==> src/rtl/st5_writeback_queue.sv <==
// Stage-5 writeback: 2-entry in-order queue feeding the dual register-file write ports,
// with a pending-destination mask for the hazard unit and a retirement counter.
module st5_writeback_queue (
    input  logic        clk,
    input  logic        rst,
    input  logic        in_valid,
    output logic        in_ready,
    input  logic [3:0]  in_rd,
    input  logic [3:0]  in_rd2,
    input  logic [15:0] in_alu_result,
    input  logic [15:0] in_mem_data,
    input  logic [15:0] in_aux_result,
    input  logic        in_mem_to_reg,
    input  logic [1:0]  in_reg_write,
    input  logic        in_write_r15,
    input  logic        wb_hold,
    output logic [3:0]  WriteReg1,
    output logic [3:0]  WriteReg2,
    output logic [15:0] WriteDataReg1,
    output logic [15:0] WriteDataReg2,
    output logic [1:0]  regWrite,
    output logic        WriteR15,
    output logic [15:0] pending_mask,
    output logic [15:0] retire_count
);

    typedef struct packed {
        logic [3:0]  rd;
        logic [3:0]  rd2;
        logic [15:0] d1;
        logic [15:0] d2;
        logic [1:0]  rw;
        logic        r15;
    } entry_t;

    entry_t     slot0;
    entry_t     slot1;
    entry_t     new_entry;
    logic [1:0] count;
    logic       do_push;
    logic       do_pop;

    function automatic logic [15:0] dest_bits(input logic [1:0] rw, input logic [3:0] rd,
                                              input logic [3:0] rd2, input logic r15);
        logic [15:0] m;
        m = '0;
        if (rw == 2'b01 || rw == 2'b10) m[rd] = 1'b1;
        if (rw == 2'b10) m[r15 ? 4'd15 : rd2] = 1'b1;
        return m;
    endfunction

    // Ready looks only at occupancy, so a full queue refuses even while popping.
    assign in_ready = (count != 2'd2);
    assign do_push  = in_valid && in_ready;
    assign do_pop   = !wb_hold && (count != 2'd0);

    always_comb begin
        new_entry.rd  = in_rd;
        new_entry.rd2 = in_rd2;
        new_entry.d1  = in_mem_to_reg ? in_mem_data : in_alu_result;
        new_entry.d2  = in_aux_result;
        new_entry.rw  = (in_reg_write == 2'b11) ? 2'b00 : in_reg_write;
        new_entry.r15 = in_write_r15;
    end

    always_ff @(posedge clk or negedge rst) begin
        if (!rst) begin
            count         <= 2'd0;
            slot0         <= '0;
            slot1         <= '0;
            WriteReg1     <= 4'd0;
            WriteReg2     <= 4'd0;
            WriteDataReg1 <= 16'd0;
            WriteDataReg2 <= 16'd0;
            regWrite      <= 2'b00;
            WriteR15      <= 1'b0;
            retire_count  <= 16'd0;
        end else begin
            if (do_pop) begin
                WriteReg1     <= slot0.rd;
                WriteReg2     <= slot0.rd2;
                WriteDataReg1 <= slot0.d1;
                WriteDataReg2 <= slot0.d2;
                regWrite      <= slot0.rw;
                WriteR15      <= slot0.r15;
                retire_count  <= retire_count + 16'd1;
            end else begin
                regWrite <= 2'b00;
                WriteR15 <= 1'b0;
            end

            case ({do_pop, do_push})
                2'b10: begin
                    slot0 <= slot1;
                    count <= count - 2'd1;
                end
                2'b01: begin
                    if (count == 2'd0) slot0 <= new_entry;
                    else               slot1 <= new_entry;
                    count <= count + 2'd1;
                end
                // Push with pop only happens at occupancy 1: the new entry becomes head.
                2'b11:   slot0 <= new_entry;
                default: ;
            endcase
        end
    end

    always_comb begin
        pending_mask = dest_bits(regWrite, WriteReg1, WriteReg2, WriteR15);
        if (count != 2'd0) pending_mask = pending_mask | dest_bits(slot0.rw, slot0.rd, slot0.rd2, slot0.r15);
        if (count == 2'd2) pending_mask = pending_mask | dest_bits(slot1.rw, slot1.rd, slot1.rd2, slot1.r15);
    end

endmodule

==> config.mk <==
export PLATFORM = sky130hd
export DESIGN_NAME = st5_writeback_queue
export DESIGN_NICKNAME = d
export VERILOG_FILES = /design/src/rtl/st5_writeback_queue.sv
export SDC_FILE = /design/constraint.sdc
export NUM_CORES = 1
export LEC_CHECK = 0
export ABC_CLOCK_PERIOD_IN_PS = 2500
export CORE_MARGIN = 2
export CORE_UTILIZATION = 52
export DETAILED_ROUTE_END_ITERATION = 10
export PLACE_DENSITY_LB_ADDON = 0.1
export SLEW_MARGIN = 25
export SYNTH_ARGS = -nofsm -noshare
export SYNTH_HDL_FRONTEND = slang
export SYNTH_SLANG_ARGS = --single-unit
==> constraint.sdc <==
create_clock -name clk -period 2.5 [get_ports clk]
set_input_delay 0.75 -clock clk [delete_from_list [all_inputs] [get_ports clk]]
set_output_delay 0.75 -clock clk [all_outputs]
set_load 0.02 [all_outputs]
Yosys cells after proc, flatten, opt, wreduce, memory -nomap -nowiden
Cells that the tools add are included.
Widths: inputs -> output; s select.
- register bits after elaboration: 147
- bits in latches: 0
- memory bits (writable): 0
- ROM bits: 0
- input port bits: 64
- output and inout port bits: 76
- logic and storage cells: 106
- memories: 0
- add/sub/neg operators: 3
- multiply operators: 0
- div/mod/pow operators: 0
- $lt $le $gt $ge: 12
- equality and inequality tests: 13
- shift-type cells: 0
- multiplexer cells: 34
- bitwise logic cells: 6
- reduce and logical (&&, ||, !) cells: 18
- operators by type and width (operator ; count):
    $mux 16 ; 13
    $pmux 43 s3 ; 1
    $or 16x16->16 ; 5
    $mux 43 ; 1
    $lt 4x5->1 const B ; 6
    $demux 1 s4 ; 6
    $ge 4x1->1 const B ; 6
    $add 16x1->16 const B ; 1
    $eq 2x2->1 const B ; 7
    $mux 4 ; 3
    $eq 2x1->1 const B ; 4
    $logic_and 1x1->1 ; 8
    $mux 1 ; 7
    $mux 2 ; 2
    $ne 2x2->1 const B ; 2
    $pmux 2 s2 ; 1
    $reduce_and 2->1 ; 2
    $reduce_bool 2->1 ; 2
    $logic_or 1x1->1 ; 3
    $reduce_bool 3->1 ; 1
    $add 2x1->2 const B ; 1
    $logic_not 2->1 ; 1
    $sub 2x1->2 const B ; 1
    $logic_not 1->1 ; 1
    $not 1->1 ; 1

Depth between registers and ports, before layout
Gate-level depths: netlist of the first run.
- depth after elaboration: 13
- mapped depth: 13
- gate-level depth less buffers: 9

Worst setup path before layout of the first run
No wires, ideal clock.
- path type: flip-flop to output port
- from: reg regWrite[0]
- to: out pending_mask[12]
- arrival time: 1874 ps
- required time: 1750 ps
- slack: -124 ps
- stages on the path, launching flop included: 5
- buffers on the path: 0
- cell sequence: dfrtp_1 > inv_1 > ha_1 > nand3b_1 > o311ai_0
- word-level cells in the longest chain between the ends: 9
- ends and longest elaborated chain (what ; RTL line ; text):
    from (decl) ; 21 ; output logic [1:0] regWrite,
    from (signal assigned) ; 84 ; regWrite <= slot0.rw;
    $eq 2x1->1 / $eq 2x2->1 (equally long branches) ; 47, 48 ;
    $logic_or 1x1->1 ; 47 ; if (rw == 2'b01 || rw == 2'b10) m[rd] = 1'b1;
    $mux 16 ; 47 ;
    $or 16x16->16 (no source line) ; -- ;
    $mux 16 (*) ; 48 ; if (rw == 2'b10) m[r15 ? 4'd15 : rd2] = 1'b1;
    $or 16x16->16 ; 111 ; if (count != 2'd0) pending_mask = pending_mask | dest_bits(slot0.rw, slot0.rd, slot0.rd2, slot0.r15);
    $mux 16 (*) ; 111 ;
    $or 16x16->16 ; 112 ; if (count == 2'd2) pending_mask = pending_mask | dest_bits(slot1.rw, slot1.rd, slot1.rd2, slot1.r15);
    $mux 16 (*) ; 112 ;
    to (decl) ; 23 ; output logic [15:0] pending_mask,
Every way passes the cells marked *; elsewhere a longest branch is shown, timed or not.

Worst setup path in the final report of the first run
- from: reg slot1[2] (netlist bit)
- to: out pending_mask[14]
- word-level cells in the longest chain between the ends: 9
- ends and longest elaborated chain (what ; RTL line ; text):
    from (decl) ; 37 ; entry_t slot1;
    from (signal assigned) ; 99 ; else slot1 <= new_entry;
    $eq 2x1->1 / $eq 2x2->1 (equally long branches) ; 47, 48 ;
    $logic_or 1x1->1 ; 47 ;
    $mux 16 ; 47 ;
    $mux 16 ; 112 ;
    $or 16x16->16 (no source line) ; -- ;
    $mux 16 (*) ; 48 ;
    $mux 16 (*) ; 112 ;
    $or 16x16->16 (*) ; 112 ;
    $mux 16 (*) ; 112 ;
Every way passes the cells marked *; elsewhere a longest branch is shown, timed or not. The select of a mux whose other input is x is not followed.

==> results of run 1 <==
## final cells by class
type | count | area [um^2] | share of cell area (%)
inverter | 11 | 41.29 | 0.4030
multi-input combinational | 524 | 3527 | 34.42
clock buffer | 19 | 442.9 | 4.323
sequential | 147 | 3679 | 35.90
timing repair buffer | 234 | 2215 | 21.61
tap | 176 | 220.2 | 2.149
clock inverter | 12 | 121.4 | 1.185
## per-layer routing
metal  up-vias  GRT usage, %
met4         0         10.34
li1       2966             -
met3        53         6.532
met1      3236         40.56
met5         -             0
met2       292         50.70
## cell usage after synthesis, drive strengths merged (2+ instances only)
master / number
a21oi: 35
a221o: 4
a221oi: 2
a222oi: 7
a41o: 2
and2: 2
and4: 3
buf: 20
clkbuf: 22
dfrtp: 147
ha: 5
inv: 11
mux2: 44
mux2i: 42
nand2: 196
nand2b: 8
nand3: 11
nand3b: 4
nand4: 2
nand4bb: 4
nor2: 10
nor2b: 7
nor3: 5
nor3b: 2
nor4: 2
o211ai: 2
o21ai: 48
o22ai: 28
or2: 4
or3: 4
or3b: 8
or4b: 2
xnor2: 12
xor2: 6
## worst paths after layout
path                                        from                             to  slack (ns)  cells after the start
hold / removal                               rst          slot1[39]$_DFFE_PN0P_        0.31                      1
hold reg to reg            slot0[30]$_DFFE_PN0P_  WriteDataReg1[11]$_DFFE_PN0P_        0.47                      2
max in group asynchronous                    rst   retire_count[11]$_DFFE_PN0P_        1.53                      2
min in group clk           slot0[30]$_DFFE_PN0P_  WriteDataReg1[11]$_DFFE_PN0P_        0.47                      2
setup reg to reg            count[0]$_DFFE_PN0P_          slot1[39]$_DFFE_PN0P_        0.44                     10
setup / recovery            slot1[2]$_DFFE_PN0P_               pending_mask[14]       -0.47                      7
## flip-flops by register name (all words and copies together) (netlist names)
register / flops
WriteDataReg2: 16
count: 2
slot0: 43
regWrite: 2
WriteDataReg1: 16
WriteReg1: 4
WriteReg2: 4
slot1: 43
WriteR15: 1
retire_count: 16
## worst max-delay path, cell delays in order, from the launching register on
cell and delay (ns):
dfrtp_1 0.42, ha_4 0.27, or4bb_4 0.54, buf_6 0.14, o22ai_2 0.12, o21ai_1 0.07, nand3_1 0.11, buf_6 0.12
## repair_timing
item | CTS | global route
resized for setup | 133 | 21
setup buffers | 5 | 2
pin swaps | 22 | 15
setup endpoints to repair | 17 | 17
## kinds of logic (layout without fill, tap and decap cells)
logic type	Yosys count	in the layout
adders and majority gates	5	5
and+or+nand+nor	280	280
AOI/OAI and AO/OA	135	135
muxes	86	86
buffers and inverters	53	276
DFF	147	147
xor gates and xnor gates	18	18
## layout by cell type (no fill, tap or decap), drive strengths merged, types with 3 or more instances in the layout
cell	n
a21oi	35
nand3	11
xor2	6
buf	112
mux2	44
nand4bb	4
nand2b	8
nor2	10
xnor2	12
ha	5
o21ai	48
or3b	8
nor3	5
or2	4
dfrtp	147
clkbuf	20
clkinv	6
inv	15
clkdlybuf4s50	121
a221o	4
o22ai	28
nand3b	4
a222oi	7
nor2b	7
mux2i	42
and4	3
or3	4
nand2	196
## through the flow
step | hold WS, ns | instances | util [%] | area [um^2] | power, uW
2_1_floorplan | 0.4331 | 724 | - | 7171 | 7408
3_3_place_gp | 0.4401 | 1090 | 70.45 | 9404 | 10010
3_5_place_dp | 0.4520 | 1090 | 70.45 | 9404 | 10230
4_1_cts | 0.3490 | 1126 | 76.42 | 10200 | 13000
5_1_grt | 0.3659 | 1123 | 76.76 | 10250 | 13860
6_report | 0.3082 | 1123 | 76.76 | 10250 | 13160
## power by group through the flow
| stage | clock network, uW | registers [uW] | logic (uW) |
|---|---|---|---|
| 2_1_floorplan | 0 | 4480 | 2930 |
| 3_3_place_gp | 0 | 4130 | 5880 |
| 3_5_place_dp | 0 | 4220 | 6010 |
| 4_1_cts | 2450 | 4220 | 6330 |
| 5_1_grt | 2560 | 4360 | 6940 |
| 6_report | 2440 | 4260 | 6460 |
==> impl_metrics.csv, run 1 <==
group,metric,value,unit
global_routing,grt-ovfl-total,0,
route,final_antenna_net_count,0,
synth,synth_cell_types,53,
place,pre_cts_ws,-0.7007,ns
synth,yosysTopAreaCell,"dfrtp_1",
worst_setup_path,critical_path_class,"flop to output port",
clock_network,clk_path_buf_depth,2,
synth,yosys.area_share.adder,0.8724,%
clock_network,cts_hold_buf,0,
timing,tns,-5.655,ns
floorplanning,row_count,42,
outcome,violations,"setup timing",
worst_hold_path,hp-class,"input port to async pin",
pwr,internal_power,7920,uW
route,drt_iter0_markers,517,
worst_setup_path,cp_data_arrival_time,2.22,ns
route,drt-met1-wl,9026,um
clock_network,root_buffer,"clkbuf_16",
synth,synth_edf_count,0,
synth,synth_ff_type,"dfrtp_1",
pwr,powerDensity,1285,mW/mm^2
timing,rsz0062_at_grt,"yes",
place,io_buffers,139,
floorplanning,ios,140,
place,gp_congestion,0.9413,
synth,synth-seq-cells,147,
route,drtPass1Iterations,5,
clock_network,worstSkewPairLatency,0.43,ns
timing,max_freq,0.3363,GHz
synth,muxShareOfSynthArea,12.77,%
outcome,status,"finished with violations",
synth,yosys.area_share.simple,18.23,%
pwr,p_clk_share,18.5,%
pwr,p_comb_share,49.1,%
floorplanning,coreArea,0.01335,mm^2
synth,syn_inst,724,
synth,avgSynthCellArea,9.904,um^2
timing,setup_ws,-0.4738,ns
place,hpwl,15220,um
timing,setup_violations,16,
timing,finalHoldViolations,0,
worst_setup_path,endpoint_kind,"output port",
pwr,p_sw_share,39.83,%
global_routing,grt_max_degree,65,
synth,synthArstFlopShare,100.0,%
finish,drive_above_1_share,25.66,%
worst_setup_path,cp-start-kind,"flop",
timing,relSlewSlack,55.40,%
synth,synthXorXnorAreaFrac,2.199,%
global_routing,grt_pass1_wl,34700,um
global_routing,antenna_found_initial,0,
pwr,p_leak,0.004702,uW
timing,clock-skew-final,0.008095,ns
clock_network,cts_num_sinks,147,
clock_network,cts.clk_slew.worst_paths,0.06,ns
worst_setup_path,crit_fanout,4,
floorplanning,die_height,121.4,um
route,routed.top_layer,"met4",
floorplanning,dieWidth,121.4,um
synth,synth_area,0.007171,mm^2
finish,antenna_cells,0,
route,drc_errors,0,
clock_network,numCtsBuffers,17,
route,dr_wl_met2,10650,um
timing,final.min_clock_period,2.974,ns
pwr,p_sw,5242,uW
worst_setup_path,critPathRequiredTime,1.75,ns
synth,synth_nets,793,
timing,final.period_utilization,119.0,%
route,num_vias,6547,
route,via_per_inst,5.830,
clock_network,cts_tree,"yes",
pwr,peakVddDrop,0.8146,mV
synth,synth.top_cell.area_share,51.30,%
floorplanning,start_util,53.72,%
finish,layout.nets,1004,
timing,worst_pin_slew,0.6690,ns
synth,synth_top_family_by_area,"simple AND/OR/NAND/NOR gates",
synth,yosysSeqAreaShare,51.30,%
route,wirelength,21610,um
synth,yosys-top-cells-area,"dfrtp_1 (51%), nand2_1 (10%), mux2_2 (6.9%), mux2i_1 (5.9%), o21ai_0 (3.4%)",
finish,syn_to_final_growth,42.89,%
finish,num-fill-cells,859,
timing,slew_violations,0,
synth,synth_compound_area_share,11.43,%
flow_run,cap_viol_max_count,0,
floorplanning,fp.dieArea,0.01475,mm^2
synth,ys_warn_count,0,
pwr,seqPwrFrac,32.4,%
route,wl_met3,1439,um
route,wl_per_cell,19.24,um
clock_network,htree_levels,4,
global_routing,grtUsageTotal,30.74,%
global_routing,grt_pass1_vias,6627,
Note: power is estimated with default switching activity, not from simulation.
==> run 2, diff against run 1 <==
--- a/config.mk
+++ b/config.mk
@@ -9,6 +9,7 @@
 export CORE_MARGIN = 2
 export CORE_UTILIZATION = 52
 export DETAILED_ROUTE_END_ITERATION = 10
+export GPL_ROUTABILITY_DRIVEN = 0
 export PLACE_DENSITY_LB_ADDON = 0.1
 export SLEW_MARGIN = 25
 export SYNTH_ARGS = -nofsm -noshare
==> impl_metrics.csv, run 2 (synthesis gave the netlist of run 1 again) <==
group,metric,value,unit
floorplanning,die_height,121.4,um
global_routing,grt_pass1_wl,31420,um
pwr,seqPwrFrac,31.6,%
timing,finalHoldViolations,0,
timing,clock-skew-final,0.007227,ns
worst_setup_path,cp-start-kind,"flop",
place,dp_cells,1078,
timing,fin_hold_ws,0.2563,ns
worst_setup_path,crit_fanout,4,
route,dr_wl_met2,9815,um
clock_network,cts_tree,"yes",
finish,layout.nets,993,
finish,antenna_cells,0,
finish,drive_above_1_share,25.93,%
route,routed.top_layer,"met4",
worst_hold_path,hp-class,"input port to async pin",
timing,final.period_utilization,118.3,%
route,wirelength,19750,um
finish,final_cells,1113,
pwr,peakVddDrop,0.6915,mV
outcome,status,"finished with violations",
global_routing,grtUsageTotal,27.31,%
finish,reg_top3,"slot0 x43, slot1 x43",
clock_network,cts.clk_slew.worst_paths,0.06,ns
clock_network,root_buffer,"clkbuf_16",
outcome,violations,"setup timing",
route,drtPass1Iterations,7,
pwr,p_comb_share,47.8,%
finish,syn_to_final_growth,43.62,%
timing,relSlewSlack,66.68,%
clock_network,clk_path_buf_depth,2,
flow_run,cap_viol_max_count,0,
floorplanning,dieWidth,121.4,um
worst_setup_path,critPathRequiredTime,1.75,ns
route,drt_iter0_markers,578,
route,drt-met1-wl,8002,um
clock_network,cts_num_sinks,147,
timing,final.min_clock_period,2.957,ns
clock_network,worstSkewPairLatency,0.43,ns
timing,max_freq,0.3382,GHz
floorplanning,fp.dieArea,0.01475,mm^2
worst_setup_path,startpoint,"slot1[2]$_DFFE_PN0P_",
finish,mostFrequentLayoutCell,"nand2_1",
pwr,p_clk_share,20.6,%
global_routing,grt_max_degree,55,
pwr,p_sw,5141,uW
pwr,internal_power,8286,uW
worst_setup_path,cp_data_arrival_time,2.21,ns
route,drc_errors,0,
route,wl_per_cell,17.75,um
floorplanning,start_util,53.72,%
pwr,powerDensity,1304,mW/mm^2
timing,setup_ws,-0.4569,ns
clock_network,numCtsBuffers,17,
global_routing,grt_pass1_vias,6195,
finish,layout_common_cells,"nand2_1 (192), dfrtp_1 (145), clkdlybuf4s50_1 (120)",
floorplanning,row_count,42,
pwr,p_sw_share,38.29,%
pwr,p_leak,0.004678,uW
timing,setup_violations,16,
route,wl_met3,1369,um
pwr,p_total,13430,uW
place,hpwl,13180,um
timing,rsz0062_at_grt,"yes",
global_routing,grt-ovfl-total,0,
timing,worst_pin_slew,0.4998,ns
floorplanning,ios,140,
floorplanning,coreArea,0.01335,mm^2
place,io_buffers,139,
worst_setup_path,r2r-start,"count[0]$_DFFE_PN0P_",
worst_setup_path,endpoint_kind,"output port",
timing,slew_violations,0,
worst_setup_path,critical_path_class,"flop to output port",
global_routing,antenna_found_initial,0,
route,num_vias,6316,
route,final_antenna_net_count,0,
route,via_per_inst,5.675,
clock_network,htree_levels,4,
## run 2: worst max-delay path, stage by stage, from the launching register on
cell and delay, ns:
dfrtp_1 0.41, ha_4 0.27, buf_4 0.14, or3b_4 0.42, o211ai_1 0.23, a221o_1 0.19
buf_6 0.13
## run 2: layout make-up
class | instances | area [um^2]
fillers | 889 | 3049
clock buffers | 19 | 442.9
multi-input cells | 524 | 3567
repair buffers | 223 | 2148
well taps | 176 | 220.2
inverters | 11 | 41.29
clock inverters | 13 | 197.7
flip-flops and latches | 147 | 3681
## run 2: what timing repair did
item                                    in CTS  in global routing
gates resized for setup                    123                 39
buffers inserted                             3                  2
pin swaps                                   20                 14
endpoints found under the setup margin      17                 17
hold buffers                                 0                  0
## run 2: worst paths after layout
| kind | endpoint | slack (ns) | cells past startpoint |
|---|---|---|---|
| worst min-delay path | WriteReg1[0]$_DFFE_PN0P_ | 0.26 | 1 |
| max in group asynchronous | slot1[25]$_DFFE_PN0P_ | 1.57 | 2 |
| worst max-delay path | pending_mask[7] | -0.46 | 6 |
| worst min register to register | WriteDataReg1[13]$_DFFE_PN0P_ | 0.46 | 2 |
| worst max register to register | slot1[30]$_DFFE_PN0P_ | 0.51 | 12 |
| min in group clk | WriteDataReg1[13]$_DFFE_PN0P_ | 0.46 | 2 |
## run 2: layer usage
metal / vias up / global-route usage [%]
met5: - / 0
met4: 0 / 10.49
met3: 63 / 6.015
met2: 299 / 45.19
met1: 3025 / 35.14
li1: 2929 / -
## run 2: through the flow
stage	setup TNS [ns]	util, %	worst slack [ns]	instance area (um^2)
CTS	-5.498	76.01	-0.4531	10150
global route	-6.113	77.16	-0.5013	10300
finish	-5.521	77.16	-0.4569	10300
global placement	-8.146	69.87	-0.6185	9326
floorplan	0	-	0.03899	7171
detailed placement	-9.647	69.87	-0.6497	9326
## run 2: power by group through the flow
stage / logic [uW] / clock network, uW / registers (uW)
finish: 6410 / 2770 / 4250
global route: 6890 / 2900 / 4370
CTS: 6140 / 2780 / 4190
detailed placement: 5860 / 0 / 4180
global placement: 5700 / 0 / 4120
floorplan: 2930 / 0 / 4480
